--- config.mk ---
export PLATFORM = sky130hd
export DESIGN_NAME = display_scanner
export DESIGN_NICKNAME = d
export VERILOG_FILES = /design/src/rtl/display_scanner.sv
export SDC_FILE = /design/constraint.sdc
export NUM_CORES = 1
export LEC_CHECK = 0
export BUFFER_PORTS_ARGS = -buffer_cell sky130_fd_sc_hd__clkbuf_2
export CAP_MARGIN = 40
export CORE_AREA = 2 2 105 107
export CTS_CLUSTER_DIAMETER = 120
export DETAILED_ROUTE_END_ITERATION = 7
export DIE_AREA = 0 0 107 109
export PLACE_DENSITY = 0.59
export SLEW_MARGIN = 20
export SYNTH_ARGS = -nofsm -noshare
export SYNTH_HDL_FRONTEND = slang
export SYNTH_SLANG_ARGS = --single-unit
--- constraint.sdc ---
create_clock -name clock -period 3.1 [get_ports clock]
set_input_delay 0.93 -clock clock [delete_from_list [all_inputs] [get_ports clock]]
set_output_delay 0.93 -clock clock [all_outputs]
set_load 0.02 [all_outputs]
--- src/rtl/display_scanner.sv ---
// Time-multiplexed N-digit segment display scanner with per-digit PWM brightness,
// blink masking and frame-synchronous (tear-free) loading of new segment data.
module display_scanner #(
  parameter int NUM_DIGITS = 4,
  parameter int SEG_W      = 8,
  parameter int PRESCALE   = 1,
  parameter int DUTY_W     = 3,
  parameter int BLINK_W    = 6
) (
  input  logic                        clock,
  input  logic                        reset_n,
  input  logic [NUM_DIGITS*SEG_W-1:0] seg_data,
  input  logic                        load,
  input  logic [NUM_DIGITS-1:0]       digit_en,
  input  logic [NUM_DIGITS-1:0]       blink,
  input  logic [DUTY_W-1:0]           brightness,
  output logic [NUM_DIGITS-1:0]       digits,
  output logic [SEG_W-1:0]            segments,
  output logic                        load_ack,
  output logic                        frame_start
);

  localparam int PW = (PRESCALE > 1) ? $clog2(PRESCALE) : 1;
  localparam int IW = $clog2(NUM_DIGITS);

  logic [PW-1:0]               r_presc;
  logic [DUTY_W-1:0]           r_sub;
  logic [IW-1:0]               r_idx;
  logic [BLINK_W-1:0]          r_frame;
  logic                        r_blink_phase;
  logic                        r_pending;
  logic [NUM_DIGITS*SEG_W-1:0] r_active;
  logic [NUM_DIGITS*SEG_W-1:0] r_staging;
  logic [NUM_DIGITS-1:0]       r_digits;
  logic [SEG_W-1:0]            r_segments;
  logic                        r_load_ack;
  logic                        r_frame_start;

  logic             w_tick;
  logic             w_sub_wrap;
  logic             w_idx_last;
  logic             w_frame;
  logic             w_lit;
  logic [SEG_W-1:0] w_cur_seg;

  assign w_tick     = (r_presc == PW'(PRESCALE - 1));
  assign w_sub_wrap = w_tick && (r_sub == {DUTY_W{1'b1}});
  assign w_idx_last = (r_idx == IW'(NUM_DIGITS - 1));
  assign w_frame    = w_sub_wrap && w_idx_last;

  // The all-ones sub-slot can never satisfy sub < brightness, giving the dead time.
  assign w_lit     = (r_sub < brightness) && digit_en[r_idx] &&
                     !(blink[r_idx] && r_blink_phase);
  assign w_cur_seg = r_active[r_idx*SEG_W +: SEG_W];

  always_ff @(posedge clock or negedge reset_n) begin
    if (!reset_n) begin
      r_presc       <= '0;
      r_sub         <= '0;
      r_idx         <= '0;
      r_frame       <= '0;
      r_blink_phase <= 1'b0;
    end else begin
      r_presc <= w_tick ? '0 : r_presc + 1'b1;
      if (w_tick) r_sub <= r_sub + 1'b1;
      if (w_sub_wrap) r_idx <= w_idx_last ? '0 : r_idx + 1'b1;
      if (w_frame) begin
        r_frame <= r_frame + 1'b1;
        if (r_frame == {BLINK_W{1'b1}}) r_blink_phase <= ~r_blink_phase;
      end
    end
  end

  // Data swaps only at the frame boundary; a load landing on the boundary bypasses staging.
  always_ff @(posedge clock or negedge reset_n) begin
    if (!reset_n) begin
      r_pending     <= 1'b0;
      r_active      <= '0;
      r_staging     <= '0;
      r_load_ack    <= 1'b0;
      r_frame_start <= 1'b0;
    end else begin
      r_frame_start <= w_frame;
      r_load_ack    <= 1'b0;
      if (w_frame) begin
        if (load) begin
          r_active   <= seg_data;
          r_load_ack <= 1'b1;
        end else if (r_pending) begin
          r_active   <= r_staging;
          r_load_ack <= 1'b1;
        end
        r_pending <= 1'b0;
      end else if (load) begin
        r_staging <= seg_data;
        r_pending <= 1'b1;
      end
    end
  end

  always_ff @(posedge clock or negedge reset_n) begin
    if (!reset_n) begin
      r_digits   <= '1;
      r_segments <= '1;
    end else begin
      r_digits   <= w_lit ? ~(NUM_DIGITS'(1) << r_idx) : '1;
      r_segments <= w_lit ? ~w_cur_seg : '1;
    end
  end

  assign digits      = r_digits;
  assign segments    = r_segments;
  assign load_ack    = r_load_ack;
  assign frame_start = r_frame_start;

endmodule

======== Yosys cells after proc, flatten, opt, wreduce, memory -nomap -nowiden ========
Cells that the tools add are included.
storage, ports and cells
  bits in registers ....................... 92
  output and inout port bits .............. 14
cells by class
  add/subtract/negate cells ............... 4
  magnitude comparators ................... 2
  equal/unequal tests ..................... 3
  shifts and indexed selects .............. 2
  mux-type cells .......................... 15
  bitwise logic cells ..................... 5
  reductions and logical operators ........ 11
operators by type and width
  operator                                                               count
  32-bit 2-to-1 mux                                                      2
  32-bit by 6-bit variable part select with 8-bit output                 1
  1-bit 2-to-1 mux                                                       8
  8-bit 2-to-1 mux                                                       1
  8-bit inverter                                                         1
  6-bit by 1-bit adder with 6-bit output (second input constant)         1
  6-bit == test (second input constant)                                  1
  2-bit AND reduction                                                    3
  1-bit logical AND                                                      5
  1-bit binary-select mux with 2-bit select                              2
  4-bit 2-to-1 mux                                                       1
  4-bit inverter                                                         1
  2-bit nonzero test                                                     2
  1-bit by 2-bit left shift with 4-bit output (first input constant)     1
  3-bit by 1-bit adder with 3-bit output (second input constant)         1
  3-bit == test (second input constant)                                  1
  2-bit by 3-bit < comparator with 1-bit output (second input constant)  1
  3-bit < comparator                                                     1
  1-bit inverter                                                         3
  2-bit by 1-bit adder with 2-bit output (second input constant)         1
  2-bit == test (second input constant)                                  1
  2-bit 2-to-1 mux                                                       1
  1-bit adder (second input constant)                                    1
  1-bit logical NOT                                                      1

======== Logic depth before layout (Yosys ltp) ========
  depth after elaboration ................. 6
  gate-level depth with buffers ........... 7
  mapped depth without buffers ............ 6

======== Worst setup path after synthesis ========
OpenSTA, ideal clock, no wires.
  path kind ............................... input to register
  from .................................... input load
  to ...................................... register r_staging[0]
  library setup time ...................... 125 ps
  arrival time ............................ 1790 ps
  data required time ...................... 2975 ps
  path slack .............................. 1185 ps
  cell stages on the path ................. 5
  path buffers ............................ 3
  cells stage by stage .................... buf_2 -> and2_4 -> buf_6 -> buf_12 -> mux2_4
between the ends
  cells in the longest elaborated chain, start to end .. 1
ends and longest elaborated chain
  element                               RTL line  source
  start, declared                       13        input logic load,
  2-bit AND reduction (no source line)  n/a
  end signal, assigned                  95        r_staging <= seg_data;
  end, declared                         33        logic [NUM_DIGITS*SEG_W-1:0] r_staging;
No other way between the ends.
A chain may end at the register's enable or synchronous reset.

======== Worst setup path after layout ========
  from .................................... register r_idx[1]
  to ...................................... register r_staging[13]
between the ends
  cells in the longest elaborated chain, start to end .. 4
ends and longest elaborated chain
  element                               RTL line  source
  start, declared                       28        logic [IW-1:0] r_idx;
  start signal, assigned                66        if (w_sub_wrap) r_idx <= w_idx_last ? '0 : r_idx + 1'b1;
  2-bit == test                         48        assign w_idx_last = (r_idx == IW'(NUM_DIGITS - 1));
  1-bit logical AND                     49        assign w_frame = w_sub_wrap && w_idx_last;
  1-bit inverter (no source line)       n/a
  2-bit AND reduction (no source line)  n/a
No other way between the ends.

==> summary.md <==
| Metric | Value |
|---|---|
| Status | `complete, no violations` |
| Die Height | `109 µm` |
| CTS tree | `built` |
| Synthesized area per cell | `13.3 µm²` |
| Post-route ant nets | `0` |
| Worst Path Max Fanout | `32` |
| First-pass GRT wire length | `12700 µm` |
| Final hold viol count | `0` |
| Vias | `2459` |
| Hold WC Path Type | `register to register` |
| Most common cell after layout, fill and taps aside | `dfrtp_1` |
| Setup Crit Path Kind | `register to register` |
| Layout cells sized above 1 | `36.3%` |
| NumNets Final | `422` |
| Slowest cell on crit path | `dfrtp_1` |
| Top-area cell type share of the netlist area | `47.8%` |
| Inserted Clock Buffers | `9` |
| First DRT Iteration DRCs | `122` |
| Crit path launch type | `register` |
| Core area | `10600 µm²` |
| Grt ovf | `0` |
| Final hold slack | `0.460 ns` |
| Post-CTS Repair Setup Buffers | `0` |
| Yosys cell types | `29` |
| Setup tns final | `0 ns` |
| Post-Syn Area | `4140 µm²` |
| Worst-margin pin slew | `0.651 ns` |
| Placed inst area | `4500 µm²` |
| Die area | `11700 µm²` |
| DR pass1 iterations | `4` |
| DIE WIDTH | `107 µm` |
| Post-synth top flop | `dfrtp_1` |
| Diodes inserted | `0` |
| Dpl cells | `496` |
| FFs w/ async S/R, synth | `100%` |
| Port bufs | `59` |
| Number of synthesized flops with an enable pin | `0` |
| IO Count | `60` |
| Max clock buf depth | `2` |
| Finished Layout Cells | `512` |
| Initial antenna violation count | `0` |
| Power Density | `516 nW/µm²` |
| #FFs+latches synth | `91` |
| Pleak | `2.32 nW` |
| Largest cells by area after synthesis | `dfrtp_1 48%, mux2_4 11%, mux2i_1 8.2%` |
| Total wire length | `7810 µm` |
| WP data arrival | `2.49 ns` |
| Maximum VDD drop | `0.192 mV` |
| WP data required | `3.35 ns` |
| H-tree Lvls | `3` |
| Largest net degree at the start of global routing | `66` |
| Syn Nets | `365` |
| Post-synthesis sequential area ratio | `55.4%` |
| CP Cell Sequence | `ha_1 > nand2_2 > and2_4 > mux2_2` |
| Design Area, Final | `4700 µm²` |
| Post-detail-place hpwl | `5510 µm` |
| Critical path capture point type | `register` |
| Clock transition at the registers of the reported paths | `0.09 ns` |
| Final period utilization | `72.4%` |
| Commonest non-fill, non-tap cells in the layout | `79 x dfrtp_1, 58 x clkbuf_2, 39 x nand2_1` |
| Cell taking the most area after synthesis | `dfrtp_1` |
| Worst skew pair latency | `0.35 ns` |
| Clock Sinks | `91` |
| Overall power | `0.00243 W` |
| Rows | `38` |
| CP peak stage delay | `0.63 ns` |
| Min Tclk post-route | `2.24 ns` |
| Drt drc | `0` |
| Synthesis Warnings | `0` |
| RSZ-0062 raised after global routing | `false` |
| Average vias per placed instance | `4.80` |
| Post_cts resized | `0` |
| Gate Count Post-Synth | `310` |
| Avg WL per Cell | `15.3 µm` |
| Root Driver | `clkbuf_8` |
| Synth-to-Final Area Change | `13.6%` |
| Max Clk Rate | `445 MHz` |
| Final Skew | `0.0118 ns` |
| Max cap viols | `0` |
| Gr usage total | `14.4%` |
| Vias in the first global route | `2500` |
| Initial Util | `39.0%` |
| Final Slew Violations | `0` |
| Setup-failing EPs final | `0` |
| GP Congestion | `0.733` |
| # hold bufs at CTS | `0` |
| Slew headroom | `56.6%` |
-- critical path, delay by kind of cell (launching register included) --
family / cells / cell delay (ns)
AND/OR/NAND/NOR: 2 / 0.69
flip-flops: 1 / 0.63
multiplexers: 1 / 0.40
adder cells (fa/ha/maj): 1 / 0.39
-- metrics by stage --
step	worst slack, ns	utilization (%)
after CTS	0.848	44.3
after global routing	0.737	44.3
after detailed placement	0.850	42.4
after global placement	0.917	42.4
after floorplan	1.19	-
final	0.855	44.3
-- registers in the layout, indices dropped and copies added, names as in the netlist, 2 cells and up --
name and flops:
r_idx 2, r_staging 32, digits 4, r_active 32
segments 8, r_sub 3, r_frame 6
-- cell type report --
type | instances | area [µm²]
Inverter | 10 | 37.5
Clock inverter | 5 | 60.1
Timing Repair Buffer | 65 | 343
Sequential cell | 91 | 2290
Clock buffer | 11 | 141
Tap cell | 140 | 175
Multi-Input combinational cell | 190 | 1650
Fill cell | 985 | 5900
-- where the power goes --
part	leakage [nW]	internal [W]	total [W]	switching, W
clock	0.0999	0.000398	0.000816	0.000417
combinational	1.16	0.000147	0.000275	0.000129
sequential	1.06	0.00128	0.00133	0.0000493
total	2.32	0.00183	0.00243	0.000595
-- cell usage after synthesis (3+ instances only) --
cell and number:
buf_12 3, dfrtp_1 79, dfstp_2 12, o21ai_0 35, mux2_4 30, nand3_1 14, nor2_1 3, ha_1 9
xnor2_1 5, nand2_1 39, mux2i_1 34, mux4_2 9, inv_1 10, buf_2 10
-- routing by layer --
layer	global-route usage [%]	share of wire, %	up-vias
li1	-	-	1186
met5	0	0	-
met4	5.84	1.8	0
met1	19.6	47	1207
met3	2.69	3.5	12
met2	22.9	48	54
-- cell families (layout without fill, tap and decap cells) --
kind of cell / after synthesis / count (layout) / synth area share (%)
fa+ha+maj: 9 / 9 / 2.72
buf+inv: 29 / 91 / 4.69
xor+xnor: 6 / 6 / 1.27
flops: 91 / 91 / 55.4
mux: 75 / 75 / 24.6
simple gates: 62 / 62 / 6.47
compound gates: 38 / 38 / 4.90
-- final timing paths --
check / slack [ns] / endpoint / depth (start not counted) / start
worst min-delay path: 0.46 / r_sub[0] / 1 / r_sub[0]
worst max register to register: 0.86 / r_staging[13] / 4 / r_idx[1]
min in group asynchronous: 0.55 / r_active[28] / 1 / reset_n
worst max-delay path: 0.86 / r_staging[13] / 4 / r_idx[1]
worst min register to register: 0.46 / r_sub[0] / 1 / r_sub[0]
max in group asynchronous: 1.85 / r_active[24] / 2 / reset_n
(Power assumes the default switching activity.)
